==> src/rtl/uart_cmd_pkg.sv <==
// Shared constants, FSM encoding and helpers for the UART command responder.
package uart_cmd_pkg;

  localparam logic [7:0] CMD_WR  = 8'h57;  // 'W'
  localparam logic [7:0] CMD_RD  = 8'h52;  // 'R'
  localparam logic [7:0] RSP_OK  = 8'h4B;  // 'K'
  localparam logic [7:0] RSP_ERR = 8'h45;  // 'E'
  localparam logic [7:0] RSP_TO  = 8'h54;  // 'T'

  typedef enum logic [2:0] {
    ST_IDLE     = 3'd0,
    ST_GET_ADDR = 3'd1,
    ST_GET_DATA = 3'd2,
    ST_RD_WAIT  = 3'd3,
    ST_SEND     = 3'd4
  } state_e;

  // Saturating 8-bit increment: sticks at 255 instead of wrapping.
  function automatic logic [7:0] sat_inc8(input logic [7:0] v);
    return (v == 8'hFF) ? v : v + 8'd1;
  endfunction

endpackage

==> src/rtl/uart_cmd_timeout.sv <==
// Inter-byte idle counter for the command responder. Counts while run=1,
// clears on clr, and flags expire on the cycle the count reaches TIMEOUT_CYC-1.
module uart_cmd_timeout #(
  parameter int TIMEOUT_CYC = 1000000
) (
  input  logic clk,
  input  logic reset,
  input  logic run,
  input  logic clr,
  output logic expire
);

  logic [31:0] cnt_q;
  logic [31:0] cnt_d;

  // Next count: clear wins over run, otherwise increment while idle.
  always_comb begin
    cnt_d = cnt_q;
    if (clr) begin
      cnt_d = 32'd0;
    end else if (run) begin
      cnt_d = cnt_q + 32'd1;
    end
  end

  assign expire = run && !clr && (cnt_q == 32'(TIMEOUT_CYC - 1));

  // Counter register.
  always_ff @(posedge clk or negedge reset) begin
    if (!reset) begin
      cnt_q <= 32'd0;
    end else begin
      cnt_q <= cnt_d;
    end
  end

endmodule

==> src/rtl/uart_cmd_responder.sv <==
// UART register-access protocol engine: parses 'W' addr data / 'R' addr
// frames from the rx FIFO, accesses the register bank and pushes one
// response byte per frame into the tx FIFO.
// Optional inter-byte timeout: define UART_CMD_TIMEOUT_EN.
module uart_cmd_responder
  import uart_cmd_pkg::*;
#(
  parameter int AW          = 4,
  parameter int TIMEOUT_CYC = 1000000
) (
  input  logic          clk,
  input  logic          reset,
  input  logic          rx_empty,
  input  logic [7:0]    r_data,
  output logic          rd_uart,
  input  logic          tx_full,
  output logic [7:0]    w_data,
  output logic          wr_uart,
  output logic [AW-1:0] reg_addr,
  output logic [7:0]    reg_wdata,
  output logic          reg_we,
  input  logic [7:0]    reg_rdata,
  output logic [7:0]    err_cnt
);

  state_e        state_q,     state_d;
  logic          rd_uart_q,   rd_uart_d;
  logic          wr_uart_q,   wr_uart_d;
  logic [7:0]    w_data_q,    w_data_d;
  logic [AW-1:0] reg_addr_q,  reg_addr_d;
  logic [7:0]    reg_wdata_q, reg_wdata_d;
  logic          reg_we_q,    reg_we_d;
  logic [7:0]    err_cnt_q,   err_cnt_d;
  logic [7:0]    cmd_q,       cmd_d;
  logic [7:0]    addr_q,      addr_d;
  logic [7:0]    resp_q,      resp_d;

  logic in_get;
  logic accept;
  logic tmo_expire;

  // An address byte is good when no bits above the bank width are set.
  function automatic logic addr_ok(input logic [7:0] a);
    return (a >> AW) == 8'd0;
  endfunction

  // rd_uart_q blocks a second accept while the FIFO has not yet popped.
  assign in_get = (state_q == ST_GET_ADDR) || (state_q == ST_GET_DATA);
  assign accept = !rx_empty && !rd_uart_q && ((state_q == ST_IDLE) || in_get);

`ifdef UART_CMD_TIMEOUT_EN
  uart_cmd_timeout #(
    .TIMEOUT_CYC (TIMEOUT_CYC)
  ) u_timeout (
    .clk    (clk),
    .reset  (reset),
    .run    (in_get && rx_empty),
    .clr    (accept || !in_get),
    .expire (tmo_expire)
  );
`else
  logic tmo_unused;
  assign tmo_unused = (TIMEOUT_CYC != 0);
  assign tmo_expire = 1'b0;
`endif

  // Next-state and output computation for the frame parser.
  always_comb begin
    state_d     = state_q;
    rd_uart_d   = 1'b0;
    wr_uart_d   = 1'b0;
    w_data_d    = w_data_q;
    reg_addr_d  = reg_addr_q;
    reg_wdata_d = reg_wdata_q;
    reg_we_d    = 1'b0;
    err_cnt_d   = err_cnt_q;
    cmd_d       = cmd_q;
    addr_d      = addr_q;
    resp_d      = resp_q;

    case (state_q)
      ST_IDLE: begin
        if (accept) begin
          rd_uart_d = 1'b1;
          cmd_d     = r_data;
          if ((r_data == CMD_WR) || (r_data == CMD_RD)) begin
            state_d = ST_GET_ADDR;
          end else begin
            resp_d    = RSP_ERR;
            err_cnt_d = sat_inc8(err_cnt_q);
            state_d   = ST_SEND;
          end
        end
      end

      ST_GET_ADDR: begin
        if (accept) begin
          rd_uart_d = 1'b1;
          addr_d    = r_data;
          if (cmd_q == CMD_WR) begin
            // Bad write addresses still consume the data byte.
            state_d = ST_GET_DATA;
          end else if (addr_ok(r_data)) begin
            reg_addr_d = r_data[AW-1:0];
            state_d    = ST_RD_WAIT;
          end else begin
            resp_d    = RSP_ERR;
            err_cnt_d = sat_inc8(err_cnt_q);
            state_d   = ST_SEND;
          end
        end else if (tmo_expire) begin
          resp_d    = RSP_TO;
          err_cnt_d = sat_inc8(err_cnt_q);
          state_d   = ST_SEND;
        end
      end

      ST_GET_DATA: begin
        if (accept) begin
          rd_uart_d = 1'b1;
          if (addr_ok(addr_q)) begin
            reg_addr_d  = addr_q[AW-1:0];
            reg_wdata_d = r_data;
            reg_we_d    = 1'b1;
            resp_d      = RSP_OK;
          end else begin
            resp_d    = RSP_ERR;
            err_cnt_d = sat_inc8(err_cnt_q);
          end
          state_d = ST_SEND;
        end else if (tmo_expire) begin
          resp_d    = RSP_TO;
          err_cnt_d = sat_inc8(err_cnt_q);
          state_d   = ST_SEND;
        end
      end

      ST_RD_WAIT: begin
        resp_d  = reg_rdata;
        state_d = ST_SEND;
      end

      ST_SEND: begin
        if (!tx_full) begin
          w_data_d  = resp_q;
          wr_uart_d = 1'b1;
          state_d   = ST_IDLE;
        end
      end

      default: begin
        state_d = ST_IDLE;
      end
    endcase
  end

  // State and registered outputs; everything clears on reset.
  always_ff @(posedge clk or negedge reset) begin
    if (!reset) begin
      state_q     <= ST_IDLE;
      rd_uart_q   <= 1'b0;
      wr_uart_q   <= 1'b0;
      w_data_q    <= 8'd0;
      reg_addr_q  <= '0;
      reg_wdata_q <= 8'd0;
      reg_we_q    <= 1'b0;
      err_cnt_q   <= 8'd0;
      cmd_q       <= 8'd0;
      addr_q      <= 8'd0;
      resp_q      <= 8'd0;
    end else begin
      state_q     <= state_d;
      rd_uart_q   <= rd_uart_d;
      wr_uart_q   <= wr_uart_d;
      w_data_q    <= w_data_d;
      reg_addr_q  <= reg_addr_d;
      reg_wdata_q <= reg_wdata_d;
      reg_we_q    <= reg_we_d;
      err_cnt_q   <= err_cnt_d;
      cmd_q       <= cmd_d;
      addr_q      <= addr_d;
      resp_q      <= resp_d;
    end
  end

  assign rd_uart   = rd_uart_q;
  assign wr_uart   = wr_uart_q;
  assign w_data    = w_data_q;
  assign reg_addr  = reg_addr_q;
  assign reg_wdata = reg_wdata_q;
  assign reg_we    = reg_we_q;
  assign err_cnt   = err_cnt_q;

endmodule
==> config.mk <==
export PLATFORM = sky130hd
export DESIGN_NAME = uart_cmd_responder
export DESIGN_NICKNAME = d
export VERILOG_FILES = /design/src/rtl/uart_cmd_pkg.sv /design/src/rtl/uart_cmd_timeout.sv /design/src/rtl/uart_cmd_responder.sv
export SDC_FILE = /design/constraint.sdc
export NUM_CORES = 1
export LEC_CHECK = 0
export CAP_MARGIN = 20
export CORE_MARGIN = 5
export CORE_UTILIZATION = 51
export CTS_BUF_LIST = sky130_fd_sc_hd__clkbuf_16
export DETAILED_ROUTE_END_ITERATION = 6
export PLACE_DENSITY = 0.76
export SLEW_MARGIN = 5
export SYNTH_ARGS = -nofsm -noshare
export SYNTH_HDL_FRONTEND = slang
export SYNTH_SLANG_ARGS = --single-unit
==> constraint.sdc <==
create_clock -name clk -period 1.9 [get_ports clk]
set_input_delay 0.38 -clock clk [delete_from_list [all_inputs] [get_ports clk]]
set_output_delay 0.38 -clock clk [all_outputs]
set_load 0.01 [all_outputs]
Word-level counts from Yosys, hierarchy flattened:

Index checks and enable logic that the tools add are counted.

* bits in registers: 58
* latch bits: 0
* RAM bits: 0
* bits in read-only memories: 0
* input port bits: 20
* output and inout bits: 31
* memories: 0

* $add $sub $neg: 1
* $mul: 0
* divide/modulo/power cells: 0
* order comparisons: 0
* eq/ne operators: 18
* shift operators: 0
* mux-type cells: 38
* bitwise gates (word level): 1
* reductions and logical operators: 22

Operators by type and width (number)
* $mux W8: 14
* $pmux W8 S4: 1
* $eq A8 B7 Y1 const B: 3
* $mux W4: 6
* $pmux W8 S3: 1
* $mux W3: 7
* $logic_not A8 Y1: 2
* $ne A2 B2 Y1 const B: 8
* $pmux W3 S5: 1
* $add A8 B1 Y8 const B: 1
* $eq A8 B8 Y1 const B: 1
* $pmux W4 S2: 1
* $reduce_and A8 Y1: 1
* $mux W1: 7
* $reduce_and A7 Y1: 1
* $eq A3 B2 Y1 const B: 2
* $reduce_and A2 Y1: 3
* $reduce_and A6 Y1: 1
* $ne A2 B1 Y1 const B: 2
* $reduce_and A4 Y1: 1
* $reduce_bool A4 Y1: 1
* $eq A3 B1 Y1 const B: 1
* $eq A3 B3 Y1 const B: 1
* $logic_not A3 Y1: 1
* other kinds (8): 12

Logic depth before layout (Yosys ltp):

* word-level depth: 6
* gate-level depth with buffers: 7

Least setup slack after synthesis:

Ideal clock, no wire load.

* path type: register -> register
* from: register state_q[0]
* to: register resp_q[2]
* data arrival time: 1.576 ns
* setup slack: 0.199 ns
* stages on the path, launching flop included: 8
* buffers on the path: 2
* path through: dfrtp_1 buf_6 nor4b_4 nand2_2 o22a_1 and2_1 buf_6 mux2_4

* cells in the longest elaborated chain, start to end: 6
* elaborated cells between the ends (all ways): 16
* those cells by class: 9 x eq/ne; 1 x mux; 6 x reduce/logical

Ends and longest elaborated chain
* start: declaration: line uart_cmd_responder.sv:26 `state_e state_q, state_d;`
* start signal: assignment: line uart_cmd_responder.sv:172 `state_q <= state_d;`
* $eq A3 B1 Y1 / $eq A3 B2 Y1 (equally long branches): line uart_cmd_responder.sv:48, uart_cmd_responder.sv:81
* $logic_or A1 B1 Y1: line uart_cmd_responder.sv:48 `assign in_get = (state_q == ST_GET_ADDR) || (state_q == ST_GET_DATA);`
* $logic_or A1 B1 Y1: line uart_cmd_responder.sv:49 `assign accept = !rx_empty && !rd_uart_q && ((state_q == ST_IDLE) || in_get);`
* $logic_and A1 B1 Y1: line uart_cmd_responder.sv:49
* $ne A2 B2 Y1 (no line)
* $reduce_and A7 Y1 (no line)
* end signal: assignment: line uart_cmd_responder.sv:182 `resp_q <= resp_d;`
* end: declaration: line uart_cmd_responder.sv:36 `logic [7:0] resp_q, resp_d;`

Several ways; a longest one is shown, not always the timed one.
A chain may end at the register's enable or synchronous reset.

Final worst setup path:

* from: input rx_empty
* to: register err_cnt_q[1], in the netlist err_cnt[1]

* cells in the longest elaborated chain, start to end: 5
* elaborated cells between the ends (all ways): 7
* those cells by class: 3 x eq/ne; 4 x reduce/logical

Ends and longest elaborated chain
* start: declaration: line uart_cmd_responder.sv:13 `input logic rx_empty,`
* $logic_not A1 Y1 (*): line uart_cmd_responder.sv:49
* $logic_and A1 B1 Y1 (*) (2 in a row): line uart_cmd_responder.sv:49
* $ne A2 B2 Y1 (no line)
* $reduce_and A8 Y1 (no line) (*)
* end signal: assignment: line uart_cmd_responder.sv:179 `err_cnt_q <= err_cnt_d;`
* end: declaration: line uart_cmd_responder.sv:33 `logic [7:0] err_cnt_q, err_cnt_d;`

Every way passes the cells marked *; elsewhere a longest branch is shown, timed or not.

==> impl_metrics.csv <==
group,metric,value,unit
outcome,status,"finished clean",
grt,grt_pass1_wl,9440,um
logic_synthesis,synth_top_area_cell,"dfrtp_1",
power_and_ir_drop,p_leak,1.60,nW
finish,insertedDiodeCount,0,
sta,fin_crit_sh,96.4,%
detailed_routing,vias,1769,
detailed_routing,via_per_inst,5.20,
grt,grt_overflow_total,0,
power_and_ir_drop,power,0.00434,W
detailed_routing,drt_iter0_drc,36,
finish,syn_to_final_growth,42.4,%
grt,grt_pass1_vias,1946,
worst_setup_path,required,2.10,ns
grt,antenna_found_initial,0,
worst_setup_path,cp_data_arrival_time,2.03,ns
logic_synthesis,yosysWarnings,0,
floorplan,die_h,80.6,um
clocking,clk-insertion-delay-late,0.32,ns
clocking,cts_tree,"yes",
detailed_routing,drc,0,
sta,slew_viol_final,0,
sta,max_freq,0.546,GHz
worst_setup_path,end_kind,"flip-flop",
logic_synthesis,seq_area_frac_synth,57.1,%
detailed_routing,drt_wl_total,5670,um
place,dp_cells,326,
place,numPortBuffers,50,
worst_setup_path,worstSetupStartpointType,"primary input",
sta,skew,0.00448,ns
logic_synthesis,synthTopCellsByArea,"dfrtp_1, mux2_2, xor2_1",
floorplan,boundaryPins,51,
job,drv_cap,0,
place,hpwl,3880,um
power_and_ir_drop,powerDensity,1200,mW/mm^2
clocking,numCtsBuffers,9,
detailed_routing,antenna_left,0,
floorplan,die-area,0.00649,sq mm
grt,grt_start_max_net_pins,59,
finish,nNetsFinal,293,
logic_synthesis,synthesis.nets,207,
worst_hold_path,hold_class,"in -> async",
detailed_routing,drt-wirelength-per-cell,16.7,um
logic_synthesis,ys_ff_latch,58,
power_and_ir_drop,peakVddDrop,761,uV
sta,max_slew_margin,74.4,%
floorplan,row_count,25,
logic_synthesis,synth_cell_types,37,
sta,tightest_slew,0.384,ns
floorplan,core,0.00479,sq mm
clocking,cts.path.max_buffers,2,
place,gp_congestion,0.777,
sta,hold_violations,0,
logic_synthesis,syn_area,0.00254,sq mm
logic_synthesis,synth_cells,186,
clocking,cts.sinks,58,
sta,period_minus_slack,1.83,ns
finish,finalNonFillerCells,340,
clocking,clkTransAtPathRegs,0.05,ns
grt,grtUsageTotal,19.5,%
worst_setup_path,crit_type,"in -> reg",
finish,drive_gt1_share,37.0,%
detailed_routing,drtPass1Iterations,3,
floorplan,initial_core_util,53.1,%
worst_setup_path,path_max_fanout,5,
floorplan,chipWidth,80.6,um
sta,hold_ws,0.0613,ns
logic_synthesis,synth.avg_cell_area,13.7,sq um
clocking,clock-root-buffer,"clkbuf_16",
clocking,htreeDepth,3,
sta,finalSetupViolCount,0,
logic_synthesis,yosysTopAreaCellShare,57.1,%
sequential cells by signal, indices dropped and copies added, names as in the netlist:
signal / flops
rd_uart: 1
addr_q: 8
state_q: 3
reg_addr: 4
cmd_q: 8
reg_wdata: 8
reg_we: 1
w_data: 8
resp_q: 8
err_cnt: 8
wr_uart: 1
worst max-delay path, stage by stage:
cell and delay, ns:
clkdlybuf4s50_1 0.45, or2_4 0.29, nor3b_4 0.26, o211ai_4 0.15, nor2_2 0.15, mux2_2 0.35
cells in the mapped netlist:
library cell,n
dfrtp_1,58
a22o_1,3
nand3_1,7
nor4_2,1
and4b_1,1
and4bb_2,1
mux2_2,41
ha_1,1
clkbuf_1,1
or4b_1,1
nor2_1,9
nand4_1,1
xnor2_1,1
or3_1,1
nor2_2,1
xor2_1,7
nand2_1,8
mux2i_1,2
mux2_4,1
nor4_1,4
nor3b_4,2
nor4b_4,1
o32a_1,3
o21ai_1,1
buf_6,2
nand2_2,3
o22a_1,1
a31oi_1,1
nand4b_1,1
nor3_1,5
a21oi_1,5
inv_1,5
o211ai_4,1
a21oi_2,1
o22ai_2,1
and2_1,2
or2_1,1
where the power goes:
part / total, W / internal, W / switching, W
combinational: 0.00124 / 0.000712 / 0.000528
sequential: 0.00180 / 0.00154 / 0.000253
clock: 0.00131 / 0.000832 / 0.000476
total: 0.00434 / 0.00309 / 0.00126
layer usage:
layer  wire, um  global-route usage, %  vias up
li1           -                      -      846
met1       2600                   25.0      873
met2       2680                   30.9       39
met3        281                   5.27       11
met4        106                   8.61        0
met5          0                      0        -
through the flow:
step / utilization (%) / cell area [sq um] / TNS, ns / setup slack (ns)
6_report: 75.6 / 3620 / 0 / 0.0689
5_1_grt: 75.6 / 3620 / -0.0268 / -0.0137
4_1_cts: 74.1 / 3550 / 0 / 0.0119
3_5_place_dp: 69.0 / 3300 / -5.83 / -0.350
3_3_place_gp: 69.0 / 3300 / -4.89 / -0.291
2_1_floorplan: - / 2540 / 0 / 0.199
cell usage in the layout, fill, tap and decap left out, types with 2 or more instances in the layout:
master | synthesis | final
nand2_2 | 3 | 3
clkbuf_16 | 0 | 9
clkinv_1 | 0 | 3
nor3_1 | 5 | 3
clkdlybuf4s50_1 | 0 | 47
inv_1 | 5 | 5
o32a_1 | 3 | 3
and2_1 | 2 | 2
nor4_2 | 1 | 3
mux2_2 | 41 | 41
nand3_1 | 7 | 7
dlymetal6s2s_1 | 0 | 2
dfrtp_1 | 58 | 58
mux2i_1 | 2 | 2
nand2_1 | 8 | 8
a22o_1 | 3 | 3
xor2_1 | 7 | 7
nor3b_4 | 2 | 2
nor2_2 | 1 | 2
a21oi_1 | 5 | 5
buf_4 | 0 | 27
nor2_1 | 9 | 8
cell families after synthesis:
family / share of synthesized area (%)
buffers and inverters: 1.77
xor gates and xnor gates: 2.76
AOI/OAI and AO/OA: 5.67
muxes: 19.6
DFF: 57.1
and+or+nand+nor: 12.6
adders and majority gates: 0.493
path summary, 6_finish.rpt:
kind                                   end  slack (ns)  startpoint  depth (start not counted)
max in group asynchronous          rd_uart        1.60       reset                          2
worst max register to register   resp_q[2]        0.14  state_q[2]                          5
worst min register to register   resp_q[7]        0.50   resp_q[7]                          1
worst min-delay path             w_data[0]        0.06       reset                          2
worst max-delay path            err_cnt[1]        0.07    rx_empty                          6
min in group clk                 resp_q[7]        0.50   resp_q[7]                          1
what timing repair did:
| item | 4_1_cts | 5_1_grt |
|---|---|---|
| endpoints found under the setup margin | 4 | 22 |
| endpoints found under the hold margin | 0 | 0 |
| hold buffers | 0 | 0 |
| resized for setup | 1 | 12 |
| setup buffers | 0 | 2 |
| pin swaps | 0 | 2 |
final cells by class:
class	count	area (sq um)
clock buffer	9	225
clock inverter	3	11.3
fill	321	1170
inverter	5	18.8
multi-input combinational	120	1100
sequential	58	1450
tap	67	83.8
timing repair buffer	78	723
Power figures use the tool's default switching activity.
